## src/rtl/contador_sched.sv

```systemverilog
// Round-robin job scheduler that drives an external up/down counter.
// Two requesters post jobs (mode, preset, run length); the winner is loaded, run, and reported.
module contador_sched #(
    parameter int LEN_W = 8
) (
    input  logic             clk,
    input  logic             reset,
    input  logic             req0,
    input  logic             req1,
    input  logic [1:0]       mode0,
    input  logic [1:0]       mode1,
    input  logic [3:0]       d0,
    input  logic [3:0]       d1,
    input  logic [LEN_W-1:0] len0,
    input  logic [LEN_W-1:0] len1,
    output logic             gnt0,
    output logic             gnt1,
    output logic             done0,
    output logic             done1,
    output logic             wrap,
    output logic             busy,
    output logic             cnt_enable,
    output logic [1:0]       cnt_mode,
    output logic [3:0]       cnt_D,
    input  logic             cnt_rco
);

    typedef enum logic [1:0] {
        S_IDLE = 2'b00,
        S_LOAD = 2'b01,
        S_RUN  = 2'b10,
        S_DONE = 2'b11
    } state_t;

    state_t           state_q, state_d;
    logic             arm_q, arm_d;
    logic             prio_q, prio_d;
    logic             who_q, who_d;
    logic [1:0]       job_mode_q, job_mode_d;
    logic [3:0]       job_pre_q, job_pre_d;
    logic [LEN_W-1:0] job_len_q, job_len_d;
    logic [LEN_W-1:0] run_q, run_d;
    logic             wrap_q, wrap_d;
    logic             win_s;

    logic             gnt0_q, gnt0_d;
    logic             gnt1_q, gnt1_d;
    logic             done0_q, done0_d;
    logic             done1_q, done1_d;
    logic             busy_q, busy_d;
    logic             cnt_enable_q, cnt_enable_d;
    logic [1:0]       cnt_mode_q, cnt_mode_d;
    logic [3:0]       cnt_D_q, cnt_D_d;

    // Next-state, arbitration and job capture
    always_comb begin
        state_d    = state_q;
        arm_d      = 1'b1;
        prio_d     = prio_q;
        who_d      = who_q;
        job_mode_d = job_mode_q;
        job_pre_d  = job_pre_q;
        job_len_d  = job_len_q;
        run_d      = run_q;
        wrap_d     = wrap_q;

        // prio_q names the requester that wins a tie (the one not served last)
        if (req0 && req1) begin
            win_s = prio_q;
        end else if (req1) begin
            win_s = 1'b1;
        end else begin
            win_s = 1'b0;
        end

        case (state_q)
            S_IDLE: begin
                // arm_q holds off the first grant until one edge after reset release
                if (arm_q && (req0 || req1)) begin
                    state_d    = S_LOAD;
                    who_d      = win_s;
                    prio_d     = ~win_s;
                    job_mode_d = win_s ? mode1 : mode0;
                    job_pre_d  = win_s ? d1 : d0;
                    job_len_d  = win_s ? len1 : len0;
                    run_d      = '0;
                    wrap_d     = 1'b0;
                end else begin
                    state_d = S_IDLE;
                end
            end
            S_LOAD: begin
                if ((job_len_q != '0) && (job_mode_q != 2'b11)) begin
                    state_d = S_RUN;
                end else begin
                    state_d = S_DONE;
                end
            end
            S_RUN: begin
                run_d  = run_q + LEN_W'(1);
                wrap_d = wrap_q | cnt_rco;
                if (run_d == job_len_q) begin
                    state_d = S_DONE;
                end else begin
                    state_d = S_RUN;
                end
            end
            S_DONE: begin
                state_d = S_IDLE;
            end
            default: begin
                state_d = S_IDLE;
            end
        endcase
    end

    // Output values for the cycle being entered, so every output comes straight from a flop
    always_comb begin
        gnt0_d       = 1'b0;
        gnt1_d       = 1'b0;
        done0_d      = 1'b0;
        done1_d      = 1'b0;
        busy_d       = 1'b1;
        cnt_enable_d = 1'b0;
        cnt_mode_d   = 2'b00;
        cnt_D_d      = cnt_D_q;
        case (state_d)
            S_IDLE: begin
                busy_d = 1'b0;
            end
            S_LOAD: begin
                gnt0_d       = ~who_d;
                gnt1_d       = who_d;
                cnt_enable_d = 1'b1;
                cnt_mode_d   = 2'b11;
                cnt_D_d      = job_pre_d;
            end
            S_RUN: begin
                cnt_enable_d = 1'b1;
                cnt_mode_d   = job_mode_d;
                cnt_D_d      = job_pre_d;
            end
            S_DONE: begin
                done0_d = ~who_d;
                done1_d = who_d;
            end
            default: begin
                busy_d = 1'b0;
            end
        endcase
    end

    // State, job and output registers
    always_ff @(posedge clk or negedge reset) begin
        if (!reset) begin
            state_q      <= S_IDLE;
            arm_q        <= 1'b0;
            prio_q       <= 1'b0;
            who_q        <= 1'b0;
            job_mode_q   <= 2'b00;
            job_pre_q    <= 4'b0000;
            job_len_q    <= '0;
            run_q        <= '0;
            wrap_q       <= 1'b0;
            gnt0_q       <= 1'b0;
            gnt1_q       <= 1'b0;
            done0_q      <= 1'b0;
            done1_q      <= 1'b0;
            busy_q       <= 1'b0;
            cnt_enable_q <= 1'b0;
            cnt_mode_q   <= 2'b00;
            cnt_D_q      <= 4'b0000;
        end else begin
            state_q      <= state_d;
            arm_q        <= arm_d;
            prio_q       <= prio_d;
            who_q        <= who_d;
            job_mode_q   <= job_mode_d;
            job_pre_q    <= job_pre_d;
            job_len_q    <= job_len_d;
            run_q        <= run_d;
            wrap_q       <= wrap_d;
            gnt0_q       <= gnt0_d;
            gnt1_q       <= gnt1_d;
            done0_q      <= done0_d;
            done1_q      <= done1_d;
            busy_q       <= busy_d;
            cnt_enable_q <= cnt_enable_d;
            cnt_mode_q   <= cnt_mode_d;
            cnt_D_q      <= cnt_D_d;
        end
    end

    assign gnt0       = gnt0_q;
    assign gnt1       = gnt1_q;
    assign done0      = done0_q;
    assign done1      = done1_q;
    assign wrap       = wrap_q;
    assign busy       = busy_q;
    assign cnt_enable = cnt_enable_q;
    assign cnt_mode   = cnt_mode_q;
    assign cnt_D      = cnt_D_q;

endmodule

```

## config.mk

```make
export PLATFORM = sky130hd
export DESIGN_NAME = contador_sched
export DESIGN_NICKNAME = d
export VERILOG_FILES = /design/src/rtl/contador_sched.sv
export SDC_FILE = /design/constraint.sdc
export NUM_CORES = 1
export LEC_CHECK = 0
export ABC_AREA = 1
export BUFFER_PORTS_ARGS = -buffer_cell sky130_fd_sc_hd__buf_2
export CORE_MARGIN = 4
export CORE_UTILIZATION = 35
export CTS_CLUSTER_SIZE = 28
export DETAILED_ROUTE_END_ITERATION = 8
export GPL_ROUTABILITY_DRIVEN = 0
export SYNTH_ARGS = -nofsm -noshare
export SYNTH_HDL_FRONTEND = slang
export SYNTH_SLANG_ARGS = --single-unit
```

## constraint.sdc

```tcl
create_clock -name clk -period 2.3 [get_ports clk]
set_clock_uncertainty 0.15 [all_clocks]
set_input_delay 0.115 -clock clk [delete_from_list [all_inputs] [get_ports clk]]
set_output_delay 0.115 -clock clk [all_outputs]
set_load 0.005 [all_outputs]
```

# Yosys cells after proc, flatten, opt, wreduce, memory -nomap -nowiden

Index checks and enable logic that the tools add are counted.
W data, S select, Z words.

$add $sub $neg: 1
Eq/ne operators: 9
Muxes and demuxes: 26
Bitwise operators: 3
Reductions and logical operators: 11

Operators with widths:

| cell                  | count |
|---|---|
| $mux W8               | 2 |
| $pmux W8 S2           | 1 |
| $mux W1               | 14 |
| $mux W4               | 3 |
| $add A8 B1 Y8 const B | 1 |
| $eq A2 B2 Y1 const B  | 4 |
| $eq A8 B8 Y1          | 1 |
| $pmux W2 S4           | 1 |
| $reduce_bool A8 Y1    | 1 |
| $mux W2               | 3 |
| $eq A2 B1 Y1 const B  | 2 |
| $logic_not A2 Y1      | 2 |
| $ne A2 B2 Y1 const B  | 2 |
| $pmux W2 S2           | 1 |
| $reduce_and A2 Y1     | 2 |
| $logic_and A1 B1 Y1   | 3 |
| $not A1 Y1            | 2 |
| $pmux W1 S2           | 1 |
| $reduce_bool A2 Y1    | 1 |
| $reduce_or A2 Y1      | 1 |
| $logic_or A1 B1 Y1    | 1 |
| $or A1 B1 Y1          | 1 |

Bits in registers: 40
Input port bits: 33
Output and inout port bits: 13

# Longest topological paths before layout

Gate-level depths: netlist of the first run.

Depth after elaboration: 7
Gate-level depth with buffers: 17

# Worst setup path after synthesis of the first run

No wires, ideal clock.

Kind: register to register
Start point: reg run_q[0]
End point: reg cnt_D_q[0], in the netlist cnt_D[0]
Library setup time: 117 ps
Data arrival time: 1,914 ps
Path slack: 119 ps
Cell stages (with the launch flop): 17
Cell sequence: dfrtp_1 -> ha_1 -> nand2_2 -> nor2_4 -> nand2_1 -> nand2_1 -> nand3_1 -> nand2_1 -> nor2_2 -> nand3_2 -> nand2_1 -> nand2_1 -> nand2_1 -> ha_1 -> inv_1 -> nand2_1 -> nand2_1

Word-level cells in the longest chain between the ends: 6

RTL lines:

| element                                      | line | text |
|---|---|---|
| start, declared                              | 42   | `logic [LEN_W-1:0] run_q, run_d;` |
| start signal, assigned                       | 181  | `run_q <= run_d;` |
| $add A8 B1 Y8 *                              | 100  | `run_d = run_q + LEN_W'(1);` |
| $eq A8 B8 Y1 *                               | 102  | `if (run_d == job_len_q) begin` |
| $mux W1 *                                    | 102  |  |
| $pmux W2 S4 *                                | 76   | `case (state_q)` |
| via state_d[0]                               | 35   | `state_t state_q, state_d;` |
| $eq A2 B2 Y1 or $eq A2 B1 Y1 (tied branches) | 127  | `case (state_d)` |
| $reduce_or A2 Y1 (no line) *                 | --   |  |
| end signal, assigned                         | 190  | `cnt_D_q <= cnt_D_d;` |
| end, declared                                | 53   | `logic [3:0] cnt_D_q, cnt_D_d;` |

The timed path passes the listed nets; every way through them passes the cells marked *.
A chain may end at the register's enable or synchronous reset.

# Worst setup path in the final report of the first run

Start point: reg state_q[0]
End point: reg job_len_q[1]

Word-level cells in the longest chain between the ends: 2

RTL lines:

| element                     | line | text |
|---|---|---|
| start, declared             | 35   |  |
| start signal, assigned      | 174  | `state_q <= state_d;` |
| $logic_not A2 Y1            | 76   |  |
| $reduce_and A2 Y1 (no line) | --   |  |
| end signal, assigned        | 180  | `job_len_q <= job_len_d;` |
| end, declared               | 41   | `logic [LEN_W-1:0] job_len_q, job_len_d;` |

No other way between the ends.

==> metrics, run 1 <==
Max Slew Vio Count 0; Worst Path Required approximately 2.4 ns; clk buf depth 2; GRT Util Overall ~15%; Starting DRT DRC Count about 100; Mapped Area ~2000 sq um; height of the chip ~84 um; xor and xnor fraction of the mapped netlist area less than 1%; Yosys cell types 18; adder-cell share of the synthesized area 5.54%; CTS tree yes; Slew headroom 42.1%; slack of the worst reg-to-reg path approximately 0.1 ns; HP Class in2reg; Worst Path Max Fanout 12; wire per inst between 10 and 15 um; crit path capture type flop; Clk pin slew, worst setup/hold paths roughly 0.080 ns; Remaining DRCs 0; Placed Area approximately 2400 sq um; worst min-delay path startpoint d1[1]; Final Total Pwr slightly below 0.003 W; Clock Latency Late Sink 0.29 ns; critical path cell sequence inv_1 > ha_1 > inv_1 > nor2_4 > buf_4 > o21ai_0 > o22ai_1 > dlygate4sd3_1; fmax around 450 MHz; Initial Util a little over a third; initial antenna violation count 0; IO buf count between 40 and 50; Hold Vio Cnt, Final 0; clock sinks 40; nets@finish approximately 370; post-DP HPWL 3640 um; 1st-pass router iterations 4; Compound-Gate Fraction of Synth Area a little under an eighth; minimum clock period between 2 and 2.5 ns; crit path kind reg2reg; synth warn 0; CTS H-tree depth 2; CTS root buf clkbuf_8; largest net degree at the start of global routing between 40 and 50; Vias/cell about 4.8; Synth Area in Simple Gates 25.2%; commonest non-fill, non-tap cell in the layout nand2_1; Finished Cell Area about 2700 sq um; die area between 7000 and 8000 sq um; worst slew pin tran 0.869 ns; Antenna Violating Nets Remaining 0; mux cell area share after synthesis 0%; first-pass GRT wire length between 8000 and 9000 um; Rows 27; I/O pin count 46; most frequent cells in the layout 57 x nand2_1, 45 x buf_2, 40 x dfrtp_1, 34 x inv_1; P&R area growth vs syn 34.3%; worst r2r src state_q[0]; WL final between 5000 and 6000 um; number of global-route vias before repair 1945; fraction of layout cells with a size suffix above 1 24.4%; CP max-delay cell dlygate4sd3_1; Yosys reg bits 40; Startpoint Class flop; core area around 5600 sq um; sequential share of the synthesized area between 40 and 50%; status finished clean; Post-Syn Nets a little under 300; Final Setup Violations 0; DR vias roughly 1900; n_diodes 0; Max VDD drop approximately 610 uV; gr ovfl total 0; most used cell, CP inv_1; Syn Area/Cell between 8 and 9 sq um; final worst-path cycle share between 90% and 100%; TritonCTS buffer count 5; largest family of logic cells by synthesized area simple AND/OR/NAND/NOR gates; P per Cell Area approximately 1100 nW/um^2; CP arrival between 2 and 2.5 ns; static leakage around 1.4 nW; Crit path largest cell delay approximately 0.57 ns; Die Wd around 84 um; CP Launch Point state_q[0]; maxcap violations 0; Synth Instances 251; RSZ-0062 raised after global routing yes
==> area by class of cell <==
| cell class | count | area, sq um |
|---|---|---|
| fill | 538 | 2840 |
| sequential | 40 | 1000 |
| multi-input combinational | 171 | 912 |
| timing repair buffer | 73 | 492 |
| inverter | 36 | 138 |
| tap | 72 | 90.1 |
| clock buffer | 6 | 82.6 |
| clock inverter | 2 | 15.0 |
==> report_power, final <==
group	switching (W)	total (W)	internal, W
registers	0.000116	0.00107	0.000959
logic	0.000816	0.00141	0.000595
clock network	0.000255	0.000498	0.000243
==> path summary, 6_finish.rpt <==
| check | endpoint | cells after the start |
|---|---|---|
| max in group asynchronous | job_len_q[7] | 2 |
| min reg2reg | cnt_D[2] | 2 |
| max reg2reg | job_len_q[1] | 8 |
| max | job_len_q[1] | 8 |
| min in group asynchronous | run_q[4] | 2 |
| min | job_pre_q[1] | 3 |
==> kinds of logic after synthesis <==
| logic type | Yosys count |
|---|---|
| fa+ha+maj | 9 |
| buf+inv | 40 |
| flops | 40 |
| xor+xnor | 1 |
| simple gates | 115 |
| compound gates | 45 |
| other cells | 1 |
==> synth_stat cells, drive strengths merged <==
cell   count  share of area, %
buf        4              0.98
conb       1              0.18
nand4      4               1.2
nand3     22               5.9
nand2     62                12
ha         9               5.5
dfrtp     40                49
nor2      27               6.1
a21oi      5               1.2
o22ai     12               3.7
inv       36               6.6
o21ai     28               6.9
xnor2      1              0.43
==> flip-flops by register name, summed over array words and instances, names as in the netlist, 2 cells and up <==
register,flops
cnt_D,4
cnt_mode,2
job_len_q,8
job_pre_q,4
job_mode_q,2
state_q,2
run_q,8
==> repair_timing <==
| action | in CTS | in global routing |
|---|---|---|
| endpoints found under the hold margin | 52 | 0 |
| resized for setup | 0 | 13 |
| hold buffers | 21 | 0 |
| setup buffers | 0 | 0 |
| setup endpoints to repair | 0 | 14 |
==> per-stage QoR <==
| step | setup slack, ns | util [%] | setup TNS [ns] | std cells | hold slack (ns) |
|---|---|---|---|---|---|
| final | 0.100 | 49.0 | 0 | 400 | 0.0113 |
| after global placement | 0.0856 | 42.7 | 0 | 371 | 0.148 |
| after global routing | -0.00251 | 49.0 | -0.00282 | 400 | 0.0386 |
| after floorplan | 0.119 | - | 0 | 251 | -0.331 |
| after detailed placement | 0.00922 | 42.7 | 0 | 371 | 0.149 |
| after CTS | 0.00473 | 48.2 | 0 | 400 | 0.00635 |
==> routing by layer <==
metal	vias up	part of all wire (%)	GRT usage [%]
met5	-	0	0
met4	0	2.5	5.41
met3	12	4.6	3.63
met2	47	48	25.3
met1	902	45	18.7
li1	959	-	-
==> worst max-delay path: cells and delay by family (launching register included) <==
family	cells	cell delay (ns)
buffers and inverters	4	0.97
DFF	1	0.39
AOI/OAI and AO/OA	2	0.25
and+or+nand+nor	1	0.21
adders and majority gates	1	0.17
(Power assumes the default switching activity.)
==> run 2, diff against run 1 <==
- ABC_AREA: 1 -> default
==> run 2 against run 1 <==
  * The flow now finishes with violations (hold timing, setup timing)
  * Global-route usage shrank 0.10 points
  * Critical path depth shrank 2
  * Utilization grew 5.1 points
  * Sequential share of layout area shrank 5.4 points
==> metrics, run 2 <==
Initial Util a little over a third; Max Slew Vio Count 0; core area 5960 sq um; Clock Latency Late Sink between 0.2 and 0.3 ns; Finished Cell Area between 3000 and 4000 sq um; initial antenna violation count 0; post-DP HPWL between 3000 and 4000 um; R2R cell count 6; P per Cell Area around 1200 nW/um^2; CTS root buf clkbuf_8; Compound-Gate Fraction of Synth Area 17.8%; Vias/cell 4.88; synth cell count leaders 40 x dfrtp_1, 18 x o21ai_0, 17 x nand2_1; Worst Path Max Fanout 5; Die Wd approximately 87 um; first-pass GRT wire length approximately 8900 um; CP arrival ~2.4 ns; uppermost routed layer met4; HP Class in2reg; Rows 28; worst min-delay path startpoint len1[2]; largest family of logic cells by synthesized area compound AO/OA/AOI/OAI gates; Yosys reg bits 40; Slew headroom 63.9%; minimum clock period around 2.4 ns; Clk pin slew, worst setup/hold paths roughly 0.080 ns; largest registers job_len_q: 8 flops, run_q: 8 flops; die area 7500 sq um; CTS H-tree depth 2; I/O pin count 46; Synth Area in Simple Gates 13.7%; CTS tree yes; CP max-delay cell dfrtp_2; hold path endpoint job_len_q[2]; Synth Instances around 210; 1st-pass router iterations 4; Max VDD drop 534 uV; WL final ~5300 um; Startpoint Class flop; number of global-route vias before repair 1912; clk buf depth 2; Starting DRT DRC Count 157; static leakage 1.51 nW; Synth area leaders dfrtp_1 46%, ha_1 5.2%, o21ai_0 4.2%, mux2i_1 3.7%, nand2_1 2.9%; buffers and inverters on the worst path 0; Yosys top cell area share roughly 46%; n_diodes 0; setup ws final -0.0584 ns; Yosys cell types 46; Mapped Area roughly 2200 sq um; P&R area growth vs syn 48.9%; Placed Area around 2700 sq um; Final Setup Violations 6; fraction of layout cells with a size suffix above 1 38.0%; Met3 Wirelength approximately 250 um; clock sinks 40; most used cell, CP ha_4; fmax 424 MHz; crit path kind reg2reg; IO buf count 45; metal2 WL 2620 um; worst r2r src run_q[1]; Hold Vio Cnt, Final 1; hold path cells 3; crit path capture type flop; Crit path largest cell delay between 0.4 and 0.5 ns; Antenna Violating Nets Remaining 0; Post-Syn Nets 249; final hold slack -0.00453 ns; DR vias 1892; count leader, synth dfrtp_1; status complete, but fails checks; failing checks hold timing, setup timing; RSZ-0062 raised after global routing yes; maxcap violations 0; mux cell area share after synthesis under 10%; adder-cell share of the synthesized area under 10%; xor and xnor fraction of the mapped netlist area under 10%; final worst-path cycle share 103%; height of the chip roughly 87 um; Worst Path Required about 2.3 ns; most frequent cells in the layout 45 x buf_2, 36 x dfrtp_1, 35 x buf_4, 28 x dlygate4sd3_1; worst slew pin tran approximately 0.54 ns; Top FF cell, synth dfrtp_1; Worst R2R End cnt_D[0]; critical path cell sequence ha_4 > xnor2_2 > nand4_1 > o41ai_4 > ha_4 > mux2_4; asr flop ratio synth between 90% and 100%; gr ovfl total 0; sequential share of the synthesized area 46.3%; met1 WL about 2300 um; synth warn 0; EDFF count, synth 0; slack of the worst reg-to-reg path -0.06 ns; GRT Util Overall between 10 and 15%; TritonCTS buffer count 5; Remaining DRCs 0; largest net degree at the start of global routing 25; area leader, netlist dfrtp_1; delay-heaviest family, CP adder cells; commonest non-fill, non-tap cell in the layout buf_2; Syn Area/Cell about 10 sq um; wire per inst 13.7 um; nets@finish between 300 and 400
-- run 2: changes by cell type after synthesis, sizes merged, moves of 7 or more --
cell,delta
nand2,-45
inv,-27
nand3,-19
nor2,-16
o22ai,-11
a31oi,+10
mux2i,+8
buf,+7
-- run 2: worst max path at each step --
stage | from | to | slack, ns | cells past startpoint
after global placement | run_q[1] | cnt_D[3] | -0.1 | 7
after floorplan | run_q[2] | cnt_D[0] | -0.06 | 7
final | run_q[1] | cnt_D[0] | -0.06 | 6
after CTS | run_q[1] | cnt_D[0] | -0.08 | 6
after detailed placement | run_q[1] | cnt_D[1] | -0.17 | 7
after global routing | run_q[1] | cnt_D[1] | -0.10 | 6
-- run 2: cells by family (layout without fill, tap and decap cells) --
family,after synthesis,in the layout
AO/OA/AOI/OAI,58,58
XOR/XNOR,9,9
adder cells (fa/ha/maj),9,9
buffers and inverters,21,127
flip-flops,40,40
multiplexers,14,14
other,1,1
AND/OR/NAND/NOR,55,55
-- run 2: cell type report --
| cell class | instances | area, sq um |
|---|---|---|
| tap | 75 | 93.8 |
| clock buffer | 6 | 82.6 |
| multi-input combinational | 146 | 1170 |
| inverter | 9 | 33.8 |
| timing repair buffer | 110 | 795 |
| clock inverter | 2 | 38.8 |
| fill | 545 | 2740 |
| sequential | 40 | 1010 |
-- run 2: per-layer routing --
metal  global-route usage, %  vias to the layer above
met3                    2.95                        8
li1                        -                      948
met2                    24.9                       52
met4                    3.97                        0
met1                    19.8                      884
met5                       0                        -
-- run 2: report_power, final --
part,leakage [nW],switching [W],internal (W)
clock network,0.0614,0.000255,0.000355
registers,0.489,0.000197,0.00100
logic,0.959,0.00101,0.00121
total,1.51,0.00146,0.00257
-- run 2: worst reg2reg max path: cells and delay by family (launching register included) --
kind | cells | cell delay [ns]
multiplexers | 1 | 0.29
flip-flops | 1 | 0.45
AND/OR/NAND/NOR | 1 | 0.23
XOR/XNOR | 1 | 0.10
adder cells (fa/ha/maj) | 2 | 0.58
AO/OA/AOI/OAI | 1 | 0.45
-- run 2: through the flow --
step	power, W	TNS (ns)	instances	util (%)	setup WS (ns)
final	0.00403	-0.227	388	54.1	-0.0584
after global routing	0.00433	-0.530	388	54.1	-0.105
after CTS	0.00388	-0.341	386	52.5	-0.0816
after detailed placement	0.00298	-0.645	345	44.5	-0.172
after global placement	0.00294	-0.390	345	44.5	-0.0999
after floorplan	0.00235	-0.207	207	-	-0.0643
-- run 2: what timing repair did --
action	CTS	global route
pin swaps	6	11
hold endpoints to repair	37	0
endpoints found under the setup margin	6	14
hold buffers	28	0
setup buffers	5	3
resized for setup	8	16
